<file path="config.mk">
export PLATFORM = sky130hd
export DESIGN_NAME = hl1_step_scheduler
export DESIGN_NICKNAME = d
export VERILOG_FILES = /design/src/rtl/hl1_step_scheduler.sv
export SDC_FILE = /design/constraint.sdc
export NUM_CORES = 1
export LEC_CHECK = 0
export CAP_MARGIN = 20
export CELL_PAD_IN_SITES_DETAIL_PLACEMENT = 0
export CELL_PAD_IN_SITES_GLOBAL_PLACEMENT = 1
export CORE_MARGIN = 2
export CORE_UTILIZATION = 35
export DETAILED_ROUTE_END_ITERATION = 16
export PLACE_DENSITY = 0.87
export SYNTH_ARGS = -nofsm -noshare
export SYNTH_HDL_FRONTEND = slang
export SYNTH_SLANG_ARGS = --single-unit
</file>
<file path="constraint.sdc">
create_clock -name clk -period 8.3 [get_ports clk]
set_input_delay 1.66 -clock clk [delete_from_list [all_inputs] [get_ports clk]]
set_output_delay 1.66 -clock clk [all_outputs]
set_load 0.05 [all_outputs]
</file>
<file path="src/rtl/hl1_step_scheduler.sv">
`default_nettype none
// +----------------------------------------------------------------------------+
// | Module      : hl1_step_scheduler                                           |
// | Description : Per-TU sequencer for the hidden-layer-1 neuron array:        |
// |               step handshake, isor start broadcast, lateral-inhibition     |
// |               arbitration, and completion/TU advance.                      |
// | Revision    : 1.0  initial release                                         |
// +----------------------------------------------------------------------------+
module hl1_step_scheduler #(
  parameter int N      = 8,
  parameter int W      = 24,
  parameter int TH     = 15018,
  parameter int TSTEPS = 350
) (
  input  logic           clk,
  input  logic           rst_n,
  input  logic           i_start_img,
  input  logic           i_step_req,
  input  logic           i_ip_spike_any,
  output logic           o_step_ack,
  output logic           o_start_core_img,
  output logic           o_isor_0_start,
  output logic           o_isor_1_start,
  output logic           o_li,
  input  logic [N-1:0]   i_start_li,
  input  logic [N*W-1:0] i_potential,
  output logic           o_valid_li,
  output logic [N-1:0]   o_won_lost,
  input  logic [N-1:0]   i_valid_nu,
  input  logic [N-1:0]   i_spike_op_nu,
  output logic           o_TU_incre,
  output logic [N-1:0]   o_spike_vec,
  output logic [15:0]    o_tu_count,
  output logic           o_img_done
);

  localparam int                    IW   = (N > 1) ? $clog2(N) : 1;
  localparam logic signed [W-1:0]   C_TH = W'(TH);
  localparam logic [15:0]           C_LAST_TU = 16'(TSTEPS - 1);

  typedef enum logic [2:0] {
    S_IDLE      = 3'd0,
    S_WAIT_STEP = 3'd1,
    S_ISSUE     = 3'd2,
    S_COLLECT   = 3'd3,
    S_LI_SCAN   = 3'd4,
    S_LI_REPLY  = 3'd5,
    S_ADVANCE   = 3'd6
  } state_t;

  state_t                r_state, w_state_n;
  logic                  r_spike;
  logic                  r_start_core;
  logic                  r_li;
  logic [N-1:0]          r_done, r_shadow, r_req;
  logic [N-1:0]          r_won_lost, r_spike_vec;
  logic [15:0]           r_tu_count;
  logic [IW-1:0]         r_scan_idx, r_best_idx;
  logic signed [W-1:0]   r_best;

  logic [N-1:0]          w_done_n, w_shadow_n, w_req_n, w_onehot;
  logic signed [W-1:0]   w_cand, w_best_n;
  logic [IW-1:0]         w_idx_n;
  logic                  w_scan_last, w_last_tu;

  // Sticky masks: a neuron's first completion pulse owns its spike bit; repeats are ignored.
  always_comb begin
    w_done_n   = r_done | i_valid_nu;
    w_shadow_n = r_shadow | (i_spike_op_nu & i_valid_nu & ~r_done);
    w_req_n    = r_req | (i_start_li & {N{~r_li}});
  end

  // Running signed maximum over the scan; strict > keeps the lowest index on ties.
  always_comb begin
    w_cand      = i_potential[int'(r_scan_idx)*W +: W];
    w_best_n    = r_best;
    w_idx_n     = r_best_idx;
    if ((r_scan_idx == '0) || (w_cand > r_best)) begin
      w_best_n = w_cand;
      w_idx_n  = r_scan_idx;
    end
    w_onehot    = {{(N-1){1'b0}}, 1'b1} << w_idx_n;
    w_scan_last = (r_scan_idx == IW'(N-1));
    w_last_tu   = (r_tu_count == C_LAST_TU);
  end

  // State register.
  always_ff @(posedge clk or negedge rst_n) begin
    if (!rst_n) r_state <= S_IDLE;
    else        r_state <= w_state_n;
  end

  // Next-state and per-state output decode; start_img overrides everything.
  always_comb begin
    w_state_n      = r_state;
    o_step_ack     = 1'b0;
    o_isor_0_start = 1'b0;
    o_isor_1_start = 1'b0;
    o_valid_li     = 1'b0;
    o_TU_incre     = 1'b0;
    o_img_done     = 1'b0;
    o_spike_vec    = r_spike_vec;
    case (r_state)
      S_IDLE: ;
      S_WAIT_STEP: begin
        o_step_ack = i_step_req & ~i_start_img;
        if (i_step_req) w_state_n = S_ISSUE;
      end
      S_ISSUE: begin
        o_isor_1_start = r_spike;
        o_isor_0_start = ~r_spike;
        w_state_n      = S_COLLECT;
      end
      S_COLLECT: begin
        if ((&w_req_n) && !r_li) w_state_n = S_LI_SCAN;
        else if (&w_done_n)      w_state_n = S_ADVANCE;
      end
      S_LI_SCAN: begin
        if (w_scan_last) w_state_n = S_LI_REPLY;
      end
      S_LI_REPLY: begin
        o_valid_li = 1'b1;
        w_state_n  = S_COLLECT;
      end
      S_ADVANCE: begin
        o_TU_incre  = 1'b1;
        o_img_done  = w_last_tu;
        o_spike_vec = r_shadow;
        w_state_n   = w_last_tu ? S_IDLE : S_WAIT_STEP;
      end
      default: w_state_n = S_IDLE;
    endcase
    if (i_start_img) w_state_n = S_WAIT_STEP;
  end

  // Datapath: masks, LI scan result, TU counter and held result vectors.
  always_ff @(posedge clk or negedge rst_n) begin
    if (!rst_n) begin
      r_spike      <= 1'b0;
      r_start_core <= 1'b0;
      r_li         <= 1'b0;
      r_done       <= '0;
      r_shadow     <= '0;
      r_req        <= '0;
      r_won_lost   <= '0;
      r_spike_vec  <= '0;
      r_tu_count   <= '0;
      r_scan_idx   <= '0;
      r_best_idx   <= '0;
      r_best       <= '0;
    end else begin
      r_start_core <= i_start_img;
      if (i_start_img) begin
        r_li       <= 1'b0;
        r_done     <= '0;
        r_shadow   <= '0;
        r_req      <= '0;
        r_tu_count <= '0;
        r_scan_idx <= '0;
      end else begin
        case (r_state)
          S_WAIT_STEP: begin
            if (i_step_req) r_spike <= i_ip_spike_any;
          end
          S_COLLECT: begin
            r_done     <= w_done_n;
            r_shadow   <= w_shadow_n;
            r_req      <= w_req_n;
            r_scan_idx <= '0;
          end
          // Completions keep being recorded during arbitration so no pulse is lost.
          S_LI_SCAN: begin
            r_done     <= w_done_n;
            r_shadow   <= w_shadow_n;
            r_best     <= w_best_n;
            r_best_idx <= w_idx_n;
            r_scan_idx <= r_scan_idx + 1'b1;
            if (w_scan_last) begin
              r_won_lost <= (w_best_n >= C_TH) ? w_onehot : '1;
              r_li       <= (w_best_n >= C_TH);
            end
          end
          S_LI_REPLY: begin
            r_done   <= w_done_n;
            r_shadow <= w_shadow_n;
            r_req    <= '0;
          end
          S_ADVANCE: begin
            r_spike_vec <= r_shadow;
            r_done      <= '0;
            r_shadow    <= '0;
            if (r_tu_count != 16'hFFFF) r_tu_count <= r_tu_count + 16'd1;
          end
          default: ;
        endcase
      end
    end
  end

  assign o_start_core_img = r_start_core;
  assign o_li             = r_li;
  assign o_won_lost       = r_won_lost;
  assign o_tu_count       = r_tu_count;

endmodule
`default_nettype wire

</file>
# Yosys cells after proc, flatten, opt, wreduce, memory -nomap -nowiden
# Index checks and enable logic that the tools add are counted.
# totals
regBits,92
inputBits,221
output_inout_bits,40
wordCells,97
# classes
add_sub_neg,2
mul,1
order_cmp,2
eq_ne,13
shifts,2
muxes,31
bitwise_logic,11
reduce_logical,22
# ops
op,count
$shiftx 192x9->24,1
$mux 16,3
$pmux 8 s2,3
$mux 8,5
$and 8x8->8,3
$ge 24x15->1 const B,1
$gt 24x24->1,1
$mux 24,1
$or 8x8->8,3
$mux 3,7
$pmux 3 s6,1
$add 16x1->16 const B,1
$eq 16x9->1 const B,1
$ne 16x16->1 const B,1
$reduce_and 8->1,2
$eq 3x3->1 const B,4
$mux 1,10
$reduce_bool 3->1,3
$not 8->8,1
$reduce_bool 2->1,4
$shl 1x3->8 const A,1
$eq 3x2->1 const B,2
$logic_not 3->1,2
$ne 3x3->1 const B,2
16 further kinds,21

# Logic depth before layout (Yosys ltp)
# Gate-level depths: netlist (run 1).
# depth
ltp_word,9
ltp_mapped,16
depth_no_buf,12

# Least setup slack after synthesis (run 1)
# OpenSTA, ideal clock, no wires.
# synth_timing
path_kind,input to register
start,input i_potential[136]
end,register r_best[14]
setup_time_ns,0.125
t_arrival_ns,4.352
required_ns,8.175
slack_ns,3.824
cell_stages,11
path_buffers,1
path_cell_list,mux4_1 > mux2_2 > ha_1 > nand4_1 > inv_1 > o31a_1 > o21ai_0 > a21oi_1 > o21ai_0 > clkbuf_1 > mux2_2
# synth_via
elab_chain_cells,4
# synth_rtl
item,line_no,text
"start, declared",26,"input logic [N*W-1:0] i_potential,"
$shiftx 192x9->24,75,w_cand = i_potential[int'(r_scan_idx)*W +: W];
$gt 24x24->1,78,if ((r_scan_idx == '0) || (w_cand > r_best)) begin
$logic_or 1x1->1,78,
$mux 24,78,
"end signal, assigned",175,r_best <= w_best_n;
"end, declared",59,logic signed [W-1:0] r_best;
# No other way between the ends.
# A chain may end at the register's enable or synchronous reset.

# Worst setup path in the final report (run 1)
# layout_timing
start,input i_potential[157]
end,"register r_won_lost[3], in the netlist o_won_lost[3]"
# layout_via
elab_chain_cells,6
word_cells_on_any_way,8
# layout_rtl
item,line_no,text
$shiftx 192x9->24 (*),75,
$gt 24x24->1,78,
$logic_or 1x1->1,78,
$mux 24 or $mux 3 (tied branches),78,
$ge 24x15->1 or $shl 1x3->8 (tied branches),"179, 82",
$mux 8 (*),179,r_won_lost <= (w_best_n >= C_TH) ? w_onehot : '1;
"end signal, assigned",179,
"end, declared",56,"logic [N-1:0] r_won_lost, r_spike_vec;"
# Mark *: on every way between the ends. The rest lies on a longest branch, timed or not.

==> impl_metrics.ini, run 1 <==
[status]
status = finished, final reports clean

[synthesis]
ys.flop_type = dfrtp_1
synth_warnings = 0
synth_area_sq_um = 6382
synthCells = 650
synth_edf_count = 0
synth_fp_nets = 900
synth-async-reset-ratio = 1.000
syn_area_per_cell_sq_um = 9.819
synth.ff_latch_count = 92
yosysSeqAreaShare = 0.3607
ys_types = 56

[die]
start_util = 0.3565
io_pins = 261
die-area_sq_um = 19330
core-area_sq_um = 17900
die_x_um = 139.0
rows = 49
dieHeight_um = 139.0

[routing]
wl_per_cell_um = 18.30
routed_wl_um = 20680
vias = 5917
avgViaCountPerCell = 5.236
antenna_left = 0
drt-initial-drc-count = 275
drc = 0
dr.pass1.iters = 5

[job]
cap_violations = 0

[cts]
clk_pin_slew_ns = 0.07
cts.sinks = 92
cts_tree = yes
clk_latency_ns = 0.34
cts-root-buf = clkbuf_16
holdBufCountCts = 0
clock_path_buffers = 2
ctsResizeCount = 0
cts_buffers = 9
cts_max_level = 3
post_cts_buffers = 0

[hold_path]
hp-start = r_req[6]$_DFFE_PN0P_
worstHoldPathType = register to register

[critical_path]
arrival_ns = 5.31
startpoint_type = input pin
critical_path_required_ns = 8.53
crit_type = input pin to register
crit_fanout = 9
startpoint = i_potential[157]
reg2reg_from = r_scan_idx[1]$_DFFE_PN0P_
endpoint_kind = register

[final_layout]
num_antenna_cells = 0
fin_util = 0.5275
syn_to_final_growth_pct = 47.95
finalNetCount = 1146
mostFrequentLayoutCells = clkdlybuf4s50_1, dfrtp_1, nor2_1
mostFrequentLayoutCell = clkdlybuf4s50_1
drive_gt1_frac = 0.09989

[global_route]
grt_antenna_before_repair = 1
grt_pass1_wl_um = 32390
grt_max_degree = 74
grt_overflow = 0
grt_pass1_vias = 6032
grt.total_usage = 0.2116

[power]
power-per-cell-area_nw_per_um2 = 165.0
leakagePower_nw = 3.864
total_power_mw = 1.558
vdd_drop_max_v = 0.0001281

[timing]
skew_ns = 0.006595
setup_tns_ns = 0
tightestPinTransition_ns = 0.9544
whs_ns = 0.4940
fmax_ghz = 0.1970
period_share = 0.6114
drv_slew = 0
finalHoldViolations = 0
post-route-min-period_ns = 5.075
maxSlewHeadroom = 0.3638
setup_viol = 0
rsz0062_at_grt = no

[placed_design]
gp_congestion = 0.8261
port_buffers = 260
hpwl_um = 16150
==> cells in the mapped netlist (all sizes together), types with 13 or more instances <==
library cell	instances	area, sq um
mux4	43	998.5
mux2i	14	140.1
ha	29	362.9
inv	42	157.7
mux2	21	236.5
clkbuf	13	48.80
nand2	81	304.0
dfrtp	92	2302
nor2	87	326.6
a21oi	55	275.3
o21ai	22	110.1
buf	18	132.6
==> final cells by class <==
type                            count  area (sq um)
Multi-Input combinational cell    484          3741
Timing Repair Buffer              266          2645
Clock buffer                       11         242.7
Sequential cell                    92          2306
Fill cell                        1663          8459
Tap cell                          229         286.5
Inverter                           43         161.4
Clock inverter                      5         60.06
==> where the power goes <==
part           internal, mW  switching [mW]  total (mW)
Clock                 0.243           0.176       0.419
Combinational         0.271           0.279       0.550
Sequential            0.532          0.0574       0.589
Total                  1.05           0.512        1.56
==> cells by family after synthesis <==
| kind of cell | Yosys count | synth area share |
|---|---|---|
| mux | 78 | 0.2154 |
| fa+ha+maj | 29 | 0.05685 |
| compound gates | 132 | 0.1312 |
| xor+xnor | 14 | 0.01921 |
| buf+inv | 74 | 0.05371 |
| simple gates | 231 | 0.1629 |
| flops | 92 | 0.3607 |
==> layer usage <==
metal	part of all wire	routed length, um	up-vias	global-route usage
met5	0	0	-	0
met4	0.013	263	0	0.04413
met3	0.052	1075	23	0.04834
met2	0.50	10280	169	0.3606
met1	0.44	9054	2852	0.2772
li1	-	-	2873	-
==> through the flow <==
stage               area (sq um)  worst slack [ns]  cells
finish                      9443             3.225   1130
global route                9443             2.854   1130
CTS                         9443             3.214   1130
detailed placement          9140             2.916   1114
global placement            9140             2.919   1114
floorplan                   6382             3.824    650
==> path summary, 6_finish.rpt <==
kind                                                  end  slack, ns  depth (start not counted)
min in group asynchronous           r_best[5]$_DFFE_PN0P_       1.19                          1
worst min register to register       r_req[6]$_DFFE_PN0P_       0.49                          2
max in group asynchronous       r_scan_idx[0]$_DFFE_PN0P_       5.85                          2
worst max-delay path            o_won_lost[3]$_DFFE_PN0P_       3.23                         12
worst min-delay path                 r_req[6]$_DFFE_PN0P_       0.49                          2
worst max register to register  o_won_lost[3]$_DFFE_PN0P_       3.60                         13
==> worst max-delay path, stage by stage <==
cell and delay, ns:
clkdlybuf4s50_1 0.43, mux4_1 0.57, mux2_2 0.32, ha_1 0.30, nand4_1 0.14, nor4_1 0.33, a31oi_1 0.12, o21ai_0 0.16
a211oi_1 0.08, a211oi_1 0.77, o21ba_2 0.26, o22a_1 0.15
==> registers in the layout, summed over array words and instances, names as in the netlist <==
register,count
o_start_core_img,1
r_done,8
r_req,8
o_li,1
o_won_lost,8
r_best_idx,3
r_scan_idx,3
r_spike,1
r_state,3
o_tu_count,16
r_spike_vec,8
r_shadow,8
r_best,24
No activity file was read; power rests on OpenSTA's default activity.
==> inputs of run 2 (changes only) <==
--- a/config.mk
+++ b/config.mk
@@ -9,9 +9,9 @@
 export CELL_PAD_IN_SITES_DETAIL_PLACEMENT = 0
 export CELL_PAD_IN_SITES_GLOBAL_PLACEMENT = 1
 export CORE_MARGIN = 2
-export CORE_UTILIZATION = 35
+export CORE_UTILIZATION = 29
 export DETAILED_ROUTE_END_ITERATION = 16
-export PLACE_DENSITY = 0.87
+export PLACE_DENSITY = 0.77
 export SYNTH_ARGS = -nofsm -noshare
 export SYNTH_HDL_FRONTEND = slang
 export SYNTH_SLANG_ARGS = --single-unit
==> constraint.sdc (replaced) <==
create_clock -name clk -period 4.18 [get_ports clk]
set_input_delay 0.836 -clock clk [delete_from_list [all_inputs] [get_ports clk]]
set_output_delay 0.836 -clock clk [all_outputs]
set_load 0.05 [all_outputs]
==> run 2 against run 1 <==
Effect of this change:
- critical endpoint is now o_won_lost[2]$_DFFE_PN0P_
- clock skew is 0.0044 ns higher
- combinational power rose by 110%
- largest cell class unchanged
- hold slack improved by 0.0041 ns
- routed wire length grew 7.3%
- sequential power increased by 99%
- first-iteration DRC count shrank 7.3%
- highest routed layer is now met5
==> impl_metrics.ini, run 2 (synthesis results as in run 1) <==
[status]
status = finished, final reports clean

[placed_design]
hpwl_um = 17840
gp_congestion = 0.8688
port_buffers = 260
dp_slack_ns = -0.008389

[routing]
wl_per_cell_um = 18.36
drc = 0
antenna_left = 0
routed_wl_um = 22180
drt-initial-drc-count = 255
dr.pass1.iters = 6
avgViaCountPerCell = 5.012
vias = 6054

[timing]
drv_slew = 0
rsz0062_at_grt = no
setup_tns_ns = 0
setup_viol = 0
maxSlewHeadroom = 0.4451
setup_slack_ns = 0.3001
whs_ns = 0.4981
finalHoldViolations = 0
fmax_ghz = 0.2577
tightestPinTransition_ns = 0.8323
skew_ns = 0.01097
period_share = 0.9282
post-route-min-period_ns = 3.880

[hold_path]
worstHoldPathType = register to register

[cts]
cts-root-buf = clkbuf_16
ctsResizeCount = 0
post_cts_buffers = 0
cts_max_level = 3
clock_path_buffers = 2
cts_buffers = 9
clk_latency_ns = 0.35
cts.sinks = 92
clk_pin_slew_ns = 0.08
cts_tree = yes
holdBufCountCts = 0

[critical_path]
rrSetupSlack_ns = 0.30
startpoint_type = register
arrival_ns = 4.10
endpoint_kind = register
crit_fanout = 14
critical_path_required_ns = 4.40
crit_type = register to register

[die]
die_x_um = 152.4
io_pins = 261
die-area_sq_um = 23210
start_util = 0.2943
rows = 54
dieHeight_um = 152.4
core-area_sq_um = 21690

[final_layout]
largest_register_ffs = 24
finalNetCount = 1172
syn_to_final_growth_pct = 52.48
regMostFlops = r_best
mostFrequentLayoutCells = clkdlybuf4s50_1, dfrtp_1, nor2_1
mostFrequentLayoutCell = clkdlybuf4s50_1
drive_gt1_frac = 0.1262

[power]
leakagePower_nw = 4.004
swShare = 0.3376
vdd_drop_max_v = 0.0002013
power-per-cell-area_nw_per_um2 = 325.7
p_sw_mw = 1.070
p_seq_frac = 0.368
intPower_mw = 2.100
p_clk_frac = 0.276
p_comb_frac = 0.356

[global_route]
grt_pass1_vias = 6417
grt_pass1_wl_um = 35130
grt_antenna_before_repair = 3
grt_max_degree = 65
grt.total_usage = 0.1899
grt_overflow = 0

[job]
cap_violations = 0
run 2: path summary, 6_finish.rpt:
path                       depth (start not counted)                         to                       from
setup / recovery                                  13  o_won_lost[2]$_DFFE_PN0P_  r_scan_idx[1]$_DFFE_PN0P_
hold reg to reg                                    2      r_best[0]$_DFFE_PN0P_      r_best[0]$_DFFE_PN0P_
max in group asynchronous                          2      r_best[9]$_DFFE_PN0P_                      rst_n
setup reg to reg                                  13  o_won_lost[2]$_DFFE_PN0P_  r_scan_idx[1]$_DFFE_PN0P_
min in group asynchronous                          1  o_tu_count[4]$_DFFE_PN0P_                      rst_n
hold / removal                                     2      r_best[0]$_DFFE_PN0P_      r_best[0]$_DFFE_PN0P_
run 2: critical path, cell delays in order, from the launching register on:
cell,delay (ns)
dfrtp_2,0.65
buf_4,0.25
buf_4,0.16
mux4_2,0.52
nand2_1,0.09
nand2_1,0.10
ha_1,0.32
and4_1,0.26
o21ai_0,0.09
and4b_1,0.21
a21oi_1,0.40
o21ai_0,0.14
o22a_1,0.34
o22a_1,0.23
run 2: cell type report:
| class | count | area (sq um) |
|---|---|---|
| Antenna cell | 1 | 2.502 |
| Clock buffer | 9 | 225.2 |
| Clock inverter | 7 | 92.59 |
| Fill cell | 2101 | 11960 |
| Inverter | 43 | 161.4 |
| Multi-Input combinational cell | 484 | 3741 |
| Sequential cell | 92 | 2306 |
| Tap cell | 280 | 350.3 |
| Timing Repair Buffer | 292 | 2853 |
run 2: per-stage QoR:
step | power [mW] | util | instances | area [sq um]
finish | 3.170 | 0.4487 | 1208 | 9732
global placement | 2.293 | 0.4339 | 1191 | 9412
detailed placement | 2.310 | 0.4339 | 1191 | 9412
floorplan | 1.820 | - | 650 | 6382
CTS | 3.195 | 0.4486 | 1207 | 9729
global route | 3.378 | 0.4487 | 1208 | 9732
run 2: power by group through the flow:
stage / registers (mW) / clock network, mW / logic, mW
floorplan: 1.15 / 0 / 0.665
detailed placement: 1.19 / 0 / 1.13
finish: 1.17 / 0.875 / 1.13
CTS: 1.17 / 0.894 / 1.13
global placement: 1.18 / 0 / 1.11
global route: 1.19 / 0.926 / 1.26
run 2: routing by layer:
layer	wire (um)	track usage	vias up	part of all wire
met2	10810	0.3200	177	0.49
li1	-	-	2919	-
met5	25	0	-	0.0011
met1	9592	0.2440	2921	0.43
met4	387	0.04584	4	0.017
met3	1367	0.05006	33	0.062
==> inputs of run 3 (changes only) <==
--- a/config.mk
+++ b/config.mk
@@ -10,7 +10,9 @@
 export CELL_PAD_IN_SITES_GLOBAL_PLACEMENT = 1
 export CORE_MARGIN = 2
 export CORE_UTILIZATION = 29
+export CTS_CLUSTER_DIAMETER = 80
 export DETAILED_ROUTE_END_ITERATION = 16
+export GPL_TIMING_DRIVEN = 0
 export PLACE_DENSITY = 0.77
 export SYNTH_ARGS = -nofsm -noshare
 export SYNTH_HDL_FRONTEND = slang
==> run 3 against run 2 <==
Effect of this change:
- clock power decreased by 3.5%
- combinational power about the same
- first-iteration DRC count increased by 52%
- routed wire length increased by 4.5%
- sequential power about the same
- worst setup slack got worse by 0.059 ns
- clock-buffer cell count increased by 1
- critical path depth unchanged
- die area unchanged
- core utilization about the same
- final cell count about the same
- fmax decreased by 1.5%
- critical endpoint is now r_best[19]$_DFFE_PN0P_
- highest routed layer unchanged
==> impl_metrics.ini, run 3 (synthesis results as in run 1) <==
[routing]
routed_wl_um = 23180
wl_per_cell_um = 19.17
drt-initial-drc-count = 388
drc = 0
dr.pass1.iters = 4
antenna_left = 0
avgViaCountPerCell = 5.011
vias = 6058

[cts]
cts_max_level = 3
clk_latency_ns = 0.35
cts.sinks = 92
cts_buffers = 9
cts-root-buf = clkbuf_16
clock_path_buffers = 2
clk_pin_slew_ns = 0.07
cts_tree = yes

[timing]
maxSlewHeadroom = 0.5608
setup_viol = 0
setup_slack_ns = 0.2412
fmax_ghz = 0.2539
drv_slew = 0
finalHoldViolations = 0
skew_ns = 0.006243
post-route-min-period_ns = 3.939
period_share = 0.9423
tightestPinTransition_ns = 0.6588
rsz0062_at_grt = no

[die]
start_util = 0.2943
core-area_sq_um = 21690
die_x_um = 152.4
rows = 54
dieHeight_um = 152.4
io_pins = 261
die-area_sq_um = 23210

[global_route]
grt_max_degree = 62
grt.total_usage = 0.2016
grt_overflow = 0
grt_antenna_before_repair = 3
grt_pass1_wl_um = 36510
grt_pass1_vias = 6399

[critical_path]
arrival_ns = 4.21
crit_fanout = 10
max_stage_delay_ns = 0.52
slowest_stage = mux4_1
startpoint_type = input pin
crit_path_frequent_cell = o21ai_1
crit_type = input pin to register
critical_path_required_ns = 4.46
endpoint_kind = register
path_cells = clkdlybuf4s50_1, mux4_1, mux2_2, ha_1, nand4_1, nor4_2, a31oi_1, o21ai_1, a21oi_2, o21ai_1, clkbuf_1, nor2_1, a21oi_1

[hold_path]
worstHoldPathType = input pin to async pin

[final_layout]
finalNetCount = 1172
largest_register_ffs = 24
mostFrequentLayoutCells = clkdlybuf4s50_1, dfrtp_1, nor2_1
drive_gt1_frac = 0.1187
nFillCells = 2065
mostFrequentLayoutCell = clkdlybuf4s50_1
finalNonFillerCells = 1209
regMostFlops = r_best
syn_to_final_growth_pct = 52.32

[power]
intPower_mw = 2.086
p_clk_frac = 0.268
p_seq_frac = 0.368
leakagePower_nw = 3.964
vdd_drop_max_v = 0.0002547
p_sw_mw = 1.056
swShare = 0.3361
power-per-cell-area_nw_per_um2 = 323.3
p_comb_frac = 0.364

[status]
status = finished, final reports clean

[placed_design]
hpwl_um = 18580
gp_congestion = 0.9178
dp.cells = 1191
port_buffers = 260
dp_slack_ns = -0.6714

[job]
cap_violations = 0
-- run 3: changes by cell type in the layout (fill, tap and decap cells not counted), moves of 3 or more --
| cell | previous run | this run |
|---|---|---|
| dfrtp_1 | 89 | 92 |
| dfrtp_2 | 3 | 0 |
| clkbuf_1 | 0 | 10 |
| inv_6 | 3 | 0 |
| buf_4 | 32 | 4 |
| o21ai_1 | 0 | 3 |
| buf_2 | 0 | 9 |
| buf_6 | 0 | 4 |
-- run 3: area by class of cell --
cell class	count	area, sq um	area share
Timing Repair Buffer	261	2628	0.2703
Antenna cell	2	5.005	0.0005148
Clock inverter	6	63.81	0.006564
Multi-Input combinational cell	484	3781	0.3889
Clock buffer	10	239.0	0.02458
Tap cell	280	350.3	0.03604
Buffer	31	191.4	0.01969
Sequential cell	92	2302	0.2368
Inverter	43	161.4	0.01660
-- run 3: metal layers --
metal,track usage,vias up,part of all wire
li1,-,2925,-
met1,0.2650,2953,0.44
met2,0.3350,154,0.49
met3,0.04408,24,0.053
met4,0.05874,2,0.016
met5,0,-,0.00056
-- run 3: path summary, 6_finish.rpt --
kind / from / end / slack (ns) / cells past startpoint
worst max-delay path: i_potential[181] / r_best[19]$_DFFE_PN0P_ / 0.24 / 13
worst min-delay path: rst_n / o_tu_count[6]$_DFFE_PN0P_ / 0.43 / 1
worst max register to register: r_scan_idx[2]$_DFFE_PN0P_ / r_best[19]$_DFFE_PN0P_ / 0.26 / 16
worst min register to register: r_best[0]$_DFFE_PN0P_ / r_best[0]$_DFFE_PN0P_ / 0.49 / 2
max in group asynchronous: rst_n / r_best[14]$_DFFE_PN0P_ / 3.08 / 2
min in group clk: r_best[0]$_DFFE_PN0P_ / r_best[0]$_DFFE_PN0P_ / 0.49 / 2
-- run 3: critical path, delay by kind of cell --
kind / cells / cell delay (ns)
AOI/OAI and AO/OA: 5 / 0.74
adders and majority gates: 1 / 0.30
buffers and inverters: 2 / 0.92
muxes: 2 / 0.85
and+or+nand+nor: 3 / 0.55
-- run 3: power groups by stage --
stage	clock network, mW	registers, mW	logic, mW
detailed placement	0	1.17	1.11
finish	0.844	1.16	1.14
global route	0.905	1.18	1.28
global placement	0	1.17	1.10
CTS	0.865	1.16	1.13
floorplan	0	1.15	0.665
-- run 3: what timing repair did --
action,in CTS,in global routing
hold buffers,0,0
gates cloned,0,0
buffers inserted,0,0
gates resized for setup,11,7
setup endpoints to repair,35,34
-- run 3: stage by stage --
stage          area (sq um)    util  total power, mW  setup TNS [ns]  hold WS, ns
4_1_cts                9693  0.4469            3.148               0       0.4409
3_3_place_gp           9335  0.4304            2.264         -146.90       0.4736
5_1_grt                9722  0.4483            3.367               0       0.4596
6_report               9722  0.4483            3.143               0       0.4310
2_1_floorplan          6382       -            1.820               0       0.4563
3_5_place_dp           9360  0.4316            2.284          -19.56       0.4844
